### src/rtl/scr_permutation_index_mc.sv
// Multi-channel permutation index register for the loop shuffler.
// One channel per hardware loop: latches an element count at loop setup and
// walks the permutation-table index once per retired loop-end instruction.
//
// state | meaning
// IDLE  | channel not running; index_o holds its last value
// RUN   | loop active; each hit steps the index, terminal hit ends the run
module scr_permutation_index_mc #(
  parameter int BITS_PER_ELEMENT = 7,
  parameter int NUM_LOOPS        = 2,
  parameter int ADDR_W           = 32
) (
  input  logic                                   clk,
  input  logic                                   rst,
  input  logic [ADDR_W-1:0]                      pc_i,
  input  logic                                   pc_valid_i,
  input  logic [NUM_LOOPS*ADDR_W-1:0]            hwlp_end_addr_i,
  input  logic [NUM_LOOPS-1:0]                   start_i,
  input  logic [NUM_LOOPS*(BITS_PER_ELEMENT+1)-1:0] num_elements_i,
  input  logic [NUM_LOOPS-1:0]                   dir_i,
  input  logic [NUM_LOOPS-1:0]                   abort_i,
  output logic [NUM_LOOPS*BITS_PER_ELEMENT-1:0]  index_o,
  output logic [NUM_LOOPS-1:0]                   active_o,
  output logic [NUM_LOOPS-1:0]                   done_o
);

  localparam int BPE = BITS_PER_ELEMENT;
  localparam int CW  = BITS_PER_ELEMENT + 1;

  typedef enum logic {
    IDLE = 1'b0,
    RUN  = 1'b1
  } state_t;

  for (genvar k = 0; k < NUM_LOOPS; k++) begin : g_ch
    state_t          state_q, state_d;
    logic [BPE-1:0]  index_q, index_d;
    logic [CW-1:0]   num_q, num_d;
    logic            dir_q, dir_d;
    logic            done_q, done_d;

    logic            hit;
    logic [CW-1:0]   n_in;
    logic [CW-1:0]   n_in_m1;
    logic [CW-1:0]   last_full;
    logic            terminal;

    // Loop-end match; pc 0 is never treated as a loop end so an unprogrammed
    // end address cannot fire.
    assign hit       = pc_valid_i && (pc_i == hwlp_end_addr_i[k*ADDR_W +: ADDR_W])
                       && (pc_i != '0);
    assign n_in      = num_elements_i[k*CW +: CW];
    assign n_in_m1   = n_in - 1'b1;
    assign last_full = num_q - 1'b1;
    // Terminal check precedes the step, so the index never wraps.
    assign terminal  = dir_q ? (index_q == last_full[BPE-1:0]) : (index_q == '0);

    // Next-state logic, priority abort > start > hit.
    always_comb begin
      state_d = state_q;
      index_d = index_q;
      num_d   = num_q;
      dir_d   = dir_q;
      done_d  = 1'b0;
      if (abort_i[k]) begin
        if (state_q == RUN) state_d = IDLE;
      end else if (start_i[k]) begin
        if (n_in != '0) begin
          state_d = RUN;
          num_d   = n_in;
          dir_d   = dir_i[k];
          index_d = dir_i[k] ? '0 : n_in_m1[BPE-1:0];
        end
      end else if (hit && (state_q == RUN)) begin
        if (terminal) begin
          state_d = IDLE;
          done_d  = 1'b1;
        end else begin
          index_d = dir_q ? (index_q + 1'b1) : (index_q - 1'b1);
        end
      end
    end

    // Channel state registers with asynchronous clear.
    always_ff @(posedge clk or negedge rst) begin
      if (!rst) begin
        state_q <= IDLE;
        index_q <= '0;
        num_q   <= '0;
        dir_q   <= 1'b0;
        done_q  <= 1'b0;
      end else begin
        state_q <= state_d;
        index_q <= index_d;
        num_q   <= num_d;
        dir_q   <= dir_d;
        done_q  <= done_d;
      end
    end

    assign index_o[k*BPE +: BPE] = index_q;
    assign active_o[k]           = (state_q == RUN);
    assign done_o[k]             = done_q;
  end

endmodule
### config.mk
export PLATFORM = sky130hd
export DESIGN_NAME = scr_permutation_index_mc
export DESIGN_NICKNAME = d
export VERILOG_FILES = /design/src/rtl/scr_permutation_index_mc.sv
export SDC_FILE = /design/constraint.sdc
export NUM_CORES = 1
export LEC_CHECK = 0
export ABC_AREA = 1
export BUFFER_PORTS_ARGS = -buffer_cell sky130_fd_sc_hd__clkbuf_2
export CAP_MARGIN = 0
export CORE_MARGIN = 2
export CORE_UTILIZATION = 46
export CTS_CLUSTER_SIZE = 30
export DETAILED_ROUTE_END_ITERATION = 6
export GPL_TIMING_DRIVEN = 0
export HOLD_SLACK_MARGIN = 0.12
export PLACE_DENSITY = 0.78
export SKIP_LAST_GASP = 1
export SLEW_MARGIN = 25
export SYNTH_ARGS = -nofsm -noshare
export SYNTH_HDL_FRONTEND = slang
export SYNTH_SLANG_ARGS = --single-unit
### constraint.sdc
create_clock -name clk -period 1.7 [get_ports clk]
set_clock_uncertainty 0.05 [all_clocks]
set_input_delay 0.085 -clock clk [delete_from_list [all_inputs] [get_ports clk]]
set_output_delay 0.085 -clock clk [all_outputs]
set_load 0.02 [all_outputs]
==> impl_results.md, run 1 <==
- Worst Min Path Start: start_i[0]
- Req. time, crit path: 1.87 ns
- Layout cells sized above 1: 28.6%
- DRC viols: 0
- Largest net degree at the start of global routing: 35
- CTS Buf Count: 5
- FMAX: between 0.5 and 0.6 GHz
- Post-Layout Inst Area: approximately 5500 um2
- Dpl ws: -0.324 ns
- CP startpoint: g_ch[0].dir_q
- Wire per inst: 13.4 um
- Unique masters post-synth: 40
- Vias: between 4000 and 5000
- Crit path max fanout: 5
- Seq/Total Area, Yosys: 21.8%
- EDFF count, synth: 0
- RSZ-0062 raised after global routing: yes
- Diodes inserted: 0
- Clock slew at reported path FFs: 0.08 ns
- Kind of critical path: flop to flop
- Leakage power: roughly 3.1 nW
- Main synth FF type: dfrtp_1
- CTS tree: built
- Gr ovfl total: 0
- Routability cong.: ~0.96
- #FFs+latches synth: 34
- Startpoint types: flop
- Vias per cell: 5.01
- Post-route clock period utilization: 109%
- Total chip power: 4.35 mW
- Sink Count: 34
- Synth Cell Area: approximately 4000 um2
- Dpl cells: between 900 and 1000
- Combinational Power Share: 50.7%
- Dpl hpwl: 10.1 mm
- Worst hold-check path type: input port to flop
- Global Route Usage Sum: about 28%
- First-pass DRT Iterations: 4
- Clock share of power: 20.9%
- Min Tclk post-route: 1.85 ns
- Commonest non-fill, non-tap cells in the layout: 216 x nand2_1, 138 x clkbuf_2, 104 x inv_1, 82 x nor2_1, 37 x nand3_1
- Core area: 8220 um2
- Ys Warns: 0
- Synth Area in Compound Gates: 9.63%
- Clock Tree Buf Depth: 2
- Failing checks: setup timing
- Mux cell area share after synthesis: 0.578%
- H-tree depth: 2
- Syn-to-layout area delta: 40.0%
- Initial antenna violation count: 0
- Final std cells w/o fill: 965
- Post-synthesis async set-or-reset flop share: 100%
- DIE WIDTH: 96.0 um
- Final Net Count: 996
- Final worst setup slack: -0.154 ns
- Xor and xnor area share after synthesis: 8.03%
- Sequential power share: 28.4%
- Clk Latency, worst-skew pair: 0.29 ns
- Reg-to-reg critical path startpoint: g_ch[0].dir_q
- Mapped Cells: 672
- Number of max-cap violations: 0
- Synth Area in Adders: 5.52%
- Initial Utilization: approximately 47%
- First-pass GRT wire length: 20.2 mm
- Worst Tran Pin Value: 0.883 ns
- Commonest non-fill, non-tap cell in the layout: nand2_1
- Max-slew violations: 0
- Core Rows: 33
- Final hold vios: 0
- Die area: roughly 9000 um2
- PD cells: 797 nW/um2
- Largest family of logic cells by synthesized area: simple AND/OR/NAND/NOR gates
- CTS root buf: clkbuf_8
- Setup tns final: -1.67 ns
- IO Port Bufs: 138
- Peak supply drop: about 0.41 mV
- Status: finished, violations left
- Mean Syn Cell Area: 5.80 um2
- Max transition margin: 41.1%
- Post-Route WL: 12.9 mm
- Synth Area in Simple Gates: 41.5%
- Initial DRC count: 216
- Final ANT Viol Nets: 0
- Net Sw Frac: 41.1%
- Die Y: approximately 96 um
- Vias in the first global route: 4573
- Crit end category: flop
- Pint: 2.56 mW
- Hold WS: 0.184 ns
- Crit path arrival time: 2.03 ns
- Syn nets: between 800 and 900
- Placed instance area: 4790 um2
- Switching pwr: 1.78 mW
- Final core occ: approximately two thirds
- Final setup vio count: 18
- I/O pins: 139
final cells by class:
class	instances	area (um2)
fillers	744	2760
multi-input cells	509	2740
repair buffers	180	1070
flip-flops and latches	34	862
inverters	122	464
well taps	105	131
clock buffers	5	68.8
clock inverters	3	68.8
plain buffers	7	45.0
synth_stat cells, types with 2 or more instances:
cell type | instances | area share [%]
nand2_1 | 228 | 22
inv_1 | 112 | 11
nor2_1 | 82 | 7.9
nand3_1 | 41 | 5.3
dfrtp_1 | 34 | 22
o21ai_0 | 34 | 4.4
xnor2_1 | 21 | 4.7
a21oi_1 | 20 | 2.6
nand4_1 | 15 | 2.4
ha_1 | 14 | 4.5
xor2_1 | 12 | 2.7
inv_2 | 8 | 0.77
o22ai_1 | 6 | 0.96
nor3_1 | 5 | 0.64
or2_2 | 5 | 0.80
buf_4 | 4 | 0.77
buf_2 | 3 | 0.39
nor4_1 | 3 | 0.48
fa_1 | 2 | 1.0
mux2_2 | 2 | 0.58
nand3b_1 | 2 | 0.39
registers in the layout, indices dropped and copies added, names as in the netlist:
name	count
g_ch.num_q	14
g_ch.done_q	2
g_ch.dir_q	2
g_ch.index_q	14
g_ch.state_q	2
layer usage:
| metal | routed length, um | up-vias | share of wire [%] | track usage [%] |
|---|---|---|---|---|
| met1 | 5200 | 2157 | 40 | 32.7 |
| met3 | 779 | 33 | 6.0 | 3.45 |
| li1 | - | 2455 | - | - |
| met2 | 6560 | 193 | 51 | 51.5 |
| met4 | 368 | 0 | 2.9 | 8.93 |
| met5 | 0 | - | 0 | 0 |
logic make-up after synthesis:
| family | after synthesis |
|---|---|
| and+or+nand+nor | 389 |
| buffers and inverters | 129 |
| AOI/OAI and AO/OA | 68 |
| xor gates and xnor gates | 34 |
| DFF | 34 |
| adders and majority gates | 16 |
| muxes | 2 |
repair_timing:
action | CTS | global route
hold buffers | 21 | 0
hold endpoints to repair | 56 | 0
endpoints found under the setup margin | 16 | 18
setup buffers | 16 | 5
pin swaps | 14 | 20
resized for setup | 24 | 19
final timing paths:
path / end / slack (ns) / cells past startpoint
worst max-delay path: g_ch[0].index_q[6] / -0.15 / 13
worst max register to register: g_ch[0].index_q[6] / -0.15 / 13
worst min register to register: g_ch[0].num_q[6] / 0.49 / 1
min in group asynchronous: g_ch[0].index_q[1] / 0.40 / 2
max in group asynchronous: g_ch[1].index_q[4] / 0.60 / 2
worst min-delay path: g_ch[0].index_q[0] / 0.18 / 4
critical path: stages (launching register included):
cell	delay [ns]
dfrtp_1	0.42
inv_4	0.09
fa_2	0.38
nand3_2	0.07
nand3_2	0.08
nand2_2	0.09
nand2_2	0.05
a21oi_2	0.14
nor2_1	0.05
nor2_1	0.10
nand2_1	0.05
o21ai_1	0.08
nand2_1	0.07
nand2_1	0.07
power by group through the flow:
stage	combinational [mW]	clock, mW	sequential [mW]
floorplan	1.20	0	1.29
global placement	1.80	0	1.25
detailed placement	1.87	0	1.26
CTS	2.08	0.916	1.22
global route	2.46	0.951	1.25
finish	2.20	0.908	1.24
(Power assumes the default switching activity.)
==> run 2, diff against run 1 <==
--- a/config.mk
+++ b/config.mk
@@ -5,11 +5,10 @@
 export SDC_FILE = /design/constraint.sdc
 export NUM_CORES = 1
 export LEC_CHECK = 0
-export ABC_AREA = 1
 export BUFFER_PORTS_ARGS = -buffer_cell sky130_fd_sc_hd__clkbuf_2
 export CAP_MARGIN = 0
 export CORE_MARGIN = 2
-export CORE_UTILIZATION = 46
+export CORE_UTILIZATION = 45
 export CTS_CLUSTER_SIZE = 30
 export DETAILED_ROUTE_END_ITERATION = 6
 export GPL_TIMING_DRIVEN = 0
==> run 2 against run 1 <==
Against the previous run: the run still ends with setup timing left; synthesized cell count down 42%; critical path depth down 4; sequential share of layout area is 1.3 points higher; utilization rose by 2.2 points; via count fell by 20%; sequential power is 16% higher; combinational power rose by 37%; hold slack worse by 0.020 ns; sequential cell count unchanged.
==> impl_results.md, run 2 <==
- Status: finished, violations left
- Failing checks: setup timing
- Unique masters post-synth: 56
- Vias per cell: 5.66
- Core Rows: 31
- Post-Layout Inst Area: 5030 um2
- Initial antenna violation count: 0
- Sequential cell area: 862 um2
- PD cells: 1020 nW/um2
- Clock slew at reported path FFs: 0.08 ns
- #FFs+latches synth: 34
- Number of max-cap violations: 0
- Multi-input gate area: about 2700 um2
- Synth top area cells: dfrtp_1 25%, xor2_1 16%, xnor2_1 10%
- Max transition margin: around two fifths
- Die Y: around 90 um
- Syn nets: roughly 530
- Max-slew violations: 0
- Dpl cells: 626
- CTS root buf: clkbuf_8
- Synth top area share: about 25%
- Final setup vio count: 18
- Global Route Usage Sum: 28.1%
- Diodes inserted: 0
- Synth Cell Area: approximately 3400 um2
- Commonest non-fill, non-tap cell in the layout: clkbuf_2
- DRC viols: 0
- Post-Route WL: 12.3 mm
- Worst Tran Pin Value: 0.877 ns
- Commonest cells post-synth: 61 x xor2_1, 40 x xnor2_1, 34 x dfrtp_1
- CTS tree: built
- Gr ovfl total: 0
- Crit end category: flop
- RSZ-0062 raised after global routing: yes
- First-pass GRT wire length: 18.8 mm
- Vias: approximately 3900
- Core area: 7330 um2
- Post-route clock period utilization: 141%
- I/O pins: 139
- Most instantiated library cell after synthesis: xor2_1
- Routability cong.: 0.939
- Ys Warns: 0
- Kind of critical path: flop to flop
- Layout cells sized above 1: 41.4%
- Leakage power: ~2.3 nW
- Placed instance area: 4310 um2
- Dpl hpwl: between 8 and 9 mm
- Mean Syn Cell Area: 8.84 um2
- Crit path max fanout: 7
- IO Port Bufs: 138
- Largest registers: g_ch.index_q (14), g_ch.num_q (14)
- Final ANT Viol Nets: 0
- Req. time, crit path: approximately 1.8 ns
- Post-synthesis async set-or-reset flop share: 100%
- Final std cells w/o fill: a little under 700
- Hold WS: 0.164 ns
- H-tree depth: 2
- Commonest non-fill, non-tap cells in the layout: 138 x clkbuf_2, 61 x xor2_1, 39 x xnor2_1, 29 x nand2_1, 27 x buf_4
- Final Net Count: 718
- Mapped Cells: 389
- Peak supply drop: 0.426 mV
- DIE WIDTH: just over 90 um
- Largest net degree at the start of global routing: 35
- Vias in the first global route: around 4000
- CTS Buf Count: 5
- Sink Count: 34
- Clk Latency, worst-skew pair: 0.30 ns
- Final hold vios: 0
- Initial Utilization: 46.9%
- FMAX: 0.416 GHz
- Main synth FF type: dfrtp_1
- Die area: 8360 um2
- Layout filler cell count: 535
- Final worst setup slack: -0.704 ns
- Yosys top cell by area: dfrtp_1
- Crit path arrival time: 2.54 ns
- Initial DRC count: 232
- EDFF count, synth: 0
- Clock Tree Buf Depth: 2
- First-pass DRT Iterations: 5
- Startpoint types: flop
- Syn-to-layout area delta: 46.3%
- Min Tclk post-route: 2.40 ns
- Worst hold-check path type: input port to flop
- Seq/Total Area, Yosys: 24.7%
- Wire per inst: 18.0 um
run 2: cell type report:
cell class,count,share of cell area (%)
clock buffers,6,1.64
inverters,19,1.52
repair buffers,186,22.5
flip-flops and latches,34,17.1
clock inverters,2,0.249
well taps,99,2.46
plain buffers,7,0.846
multi-input cells,328,53.7
run 2: repair_timing:
item | CTS | global route
setup endpoints to repair | 20 | 28
hold endpoints to repair | 54 | 0
gates resized for setup | 24 | 22
pin swaps | 11 | 11
hold buffers | 21 | 0
setup buffers | 18 | 9
run 2: routing by layer:
layer	wire length, um	vias to the layer above	GRT usage (%)	share of wire [%]
met2	6310	209	51.1	51
met4	573	0	13.9	4.7
met3	712	52	3.40	5.8
met5	0	-	0	0
li1	-	1793	-	-
met1	4670	1799	32.1	38
run 2: worst paths after layout:
check / from / endpoint / slack, ns / depth (start not counted)
worst max register to register: g_ch[1].num_q[0] / g_ch[1].index_q[0] / -0.70 / 9
worst min-delay path: abort_i[0] / g_ch[0].num_q[3] / 0.16 / 4
worst max-delay path: g_ch[1].num_q[0] / g_ch[1].index_q[0] / -0.70 / 9
max in group asynchronous: rst / g_ch[1].index_q[0] / 0.61 / 2
worst min register to register: g_ch[1].num_q[6] / g_ch[1].num_q[6] / 0.51 / 2
min in group asynchronous: rst / g_ch[0].dir_q / 0.37 / 2
run 2: report_power, final:
group	switching (mW)	leakage (nW)	internal [mW]
clock network	0.326	0.0472	0.326
registers	0.432	0.412	1.01
logic	1.54	1.84	1.48
total	2.30	2.30	2.81
run 2: metrics by stage:
step	utilization, %	power (mW)	worst slack, ns	setup TNS (ns)
floorplan	-	3.11	-0.559	-7.15
global placement	58.8	3.80	-0.768	-13.08
detailed placement	58.8	3.93	-0.810	-14.53
CTS	66.4	4.87	-0.706	-9.38
global route	68.6	5.42	-0.794	-12.15
finish	68.6	5.11	-0.704	-10.24
run 2: kinds of logic after synthesis:
logic type               synth area share, %
flip-flops                              24.7
AO/OA/AOI/OAI                           12.4
adder cells (fa/ha/maj)                 6.26
AND/OR/NAND/NOR                         22.7
buffers and inverters                   3.38
multiplexers                            4.77
XOR/XNOR                                25.7
run 2: critical path: stages, from the launching register on:
cell       delay [ns]
dfrtp_1          0.38
inv_2            0.07
ha_4             0.18
xnor2_4          0.15
xnor2_1          0.14
nor4_2           0.39
o2111ai_4        0.23
a31oi_4          0.26
buf_12           0.15
mux2_4           0.29
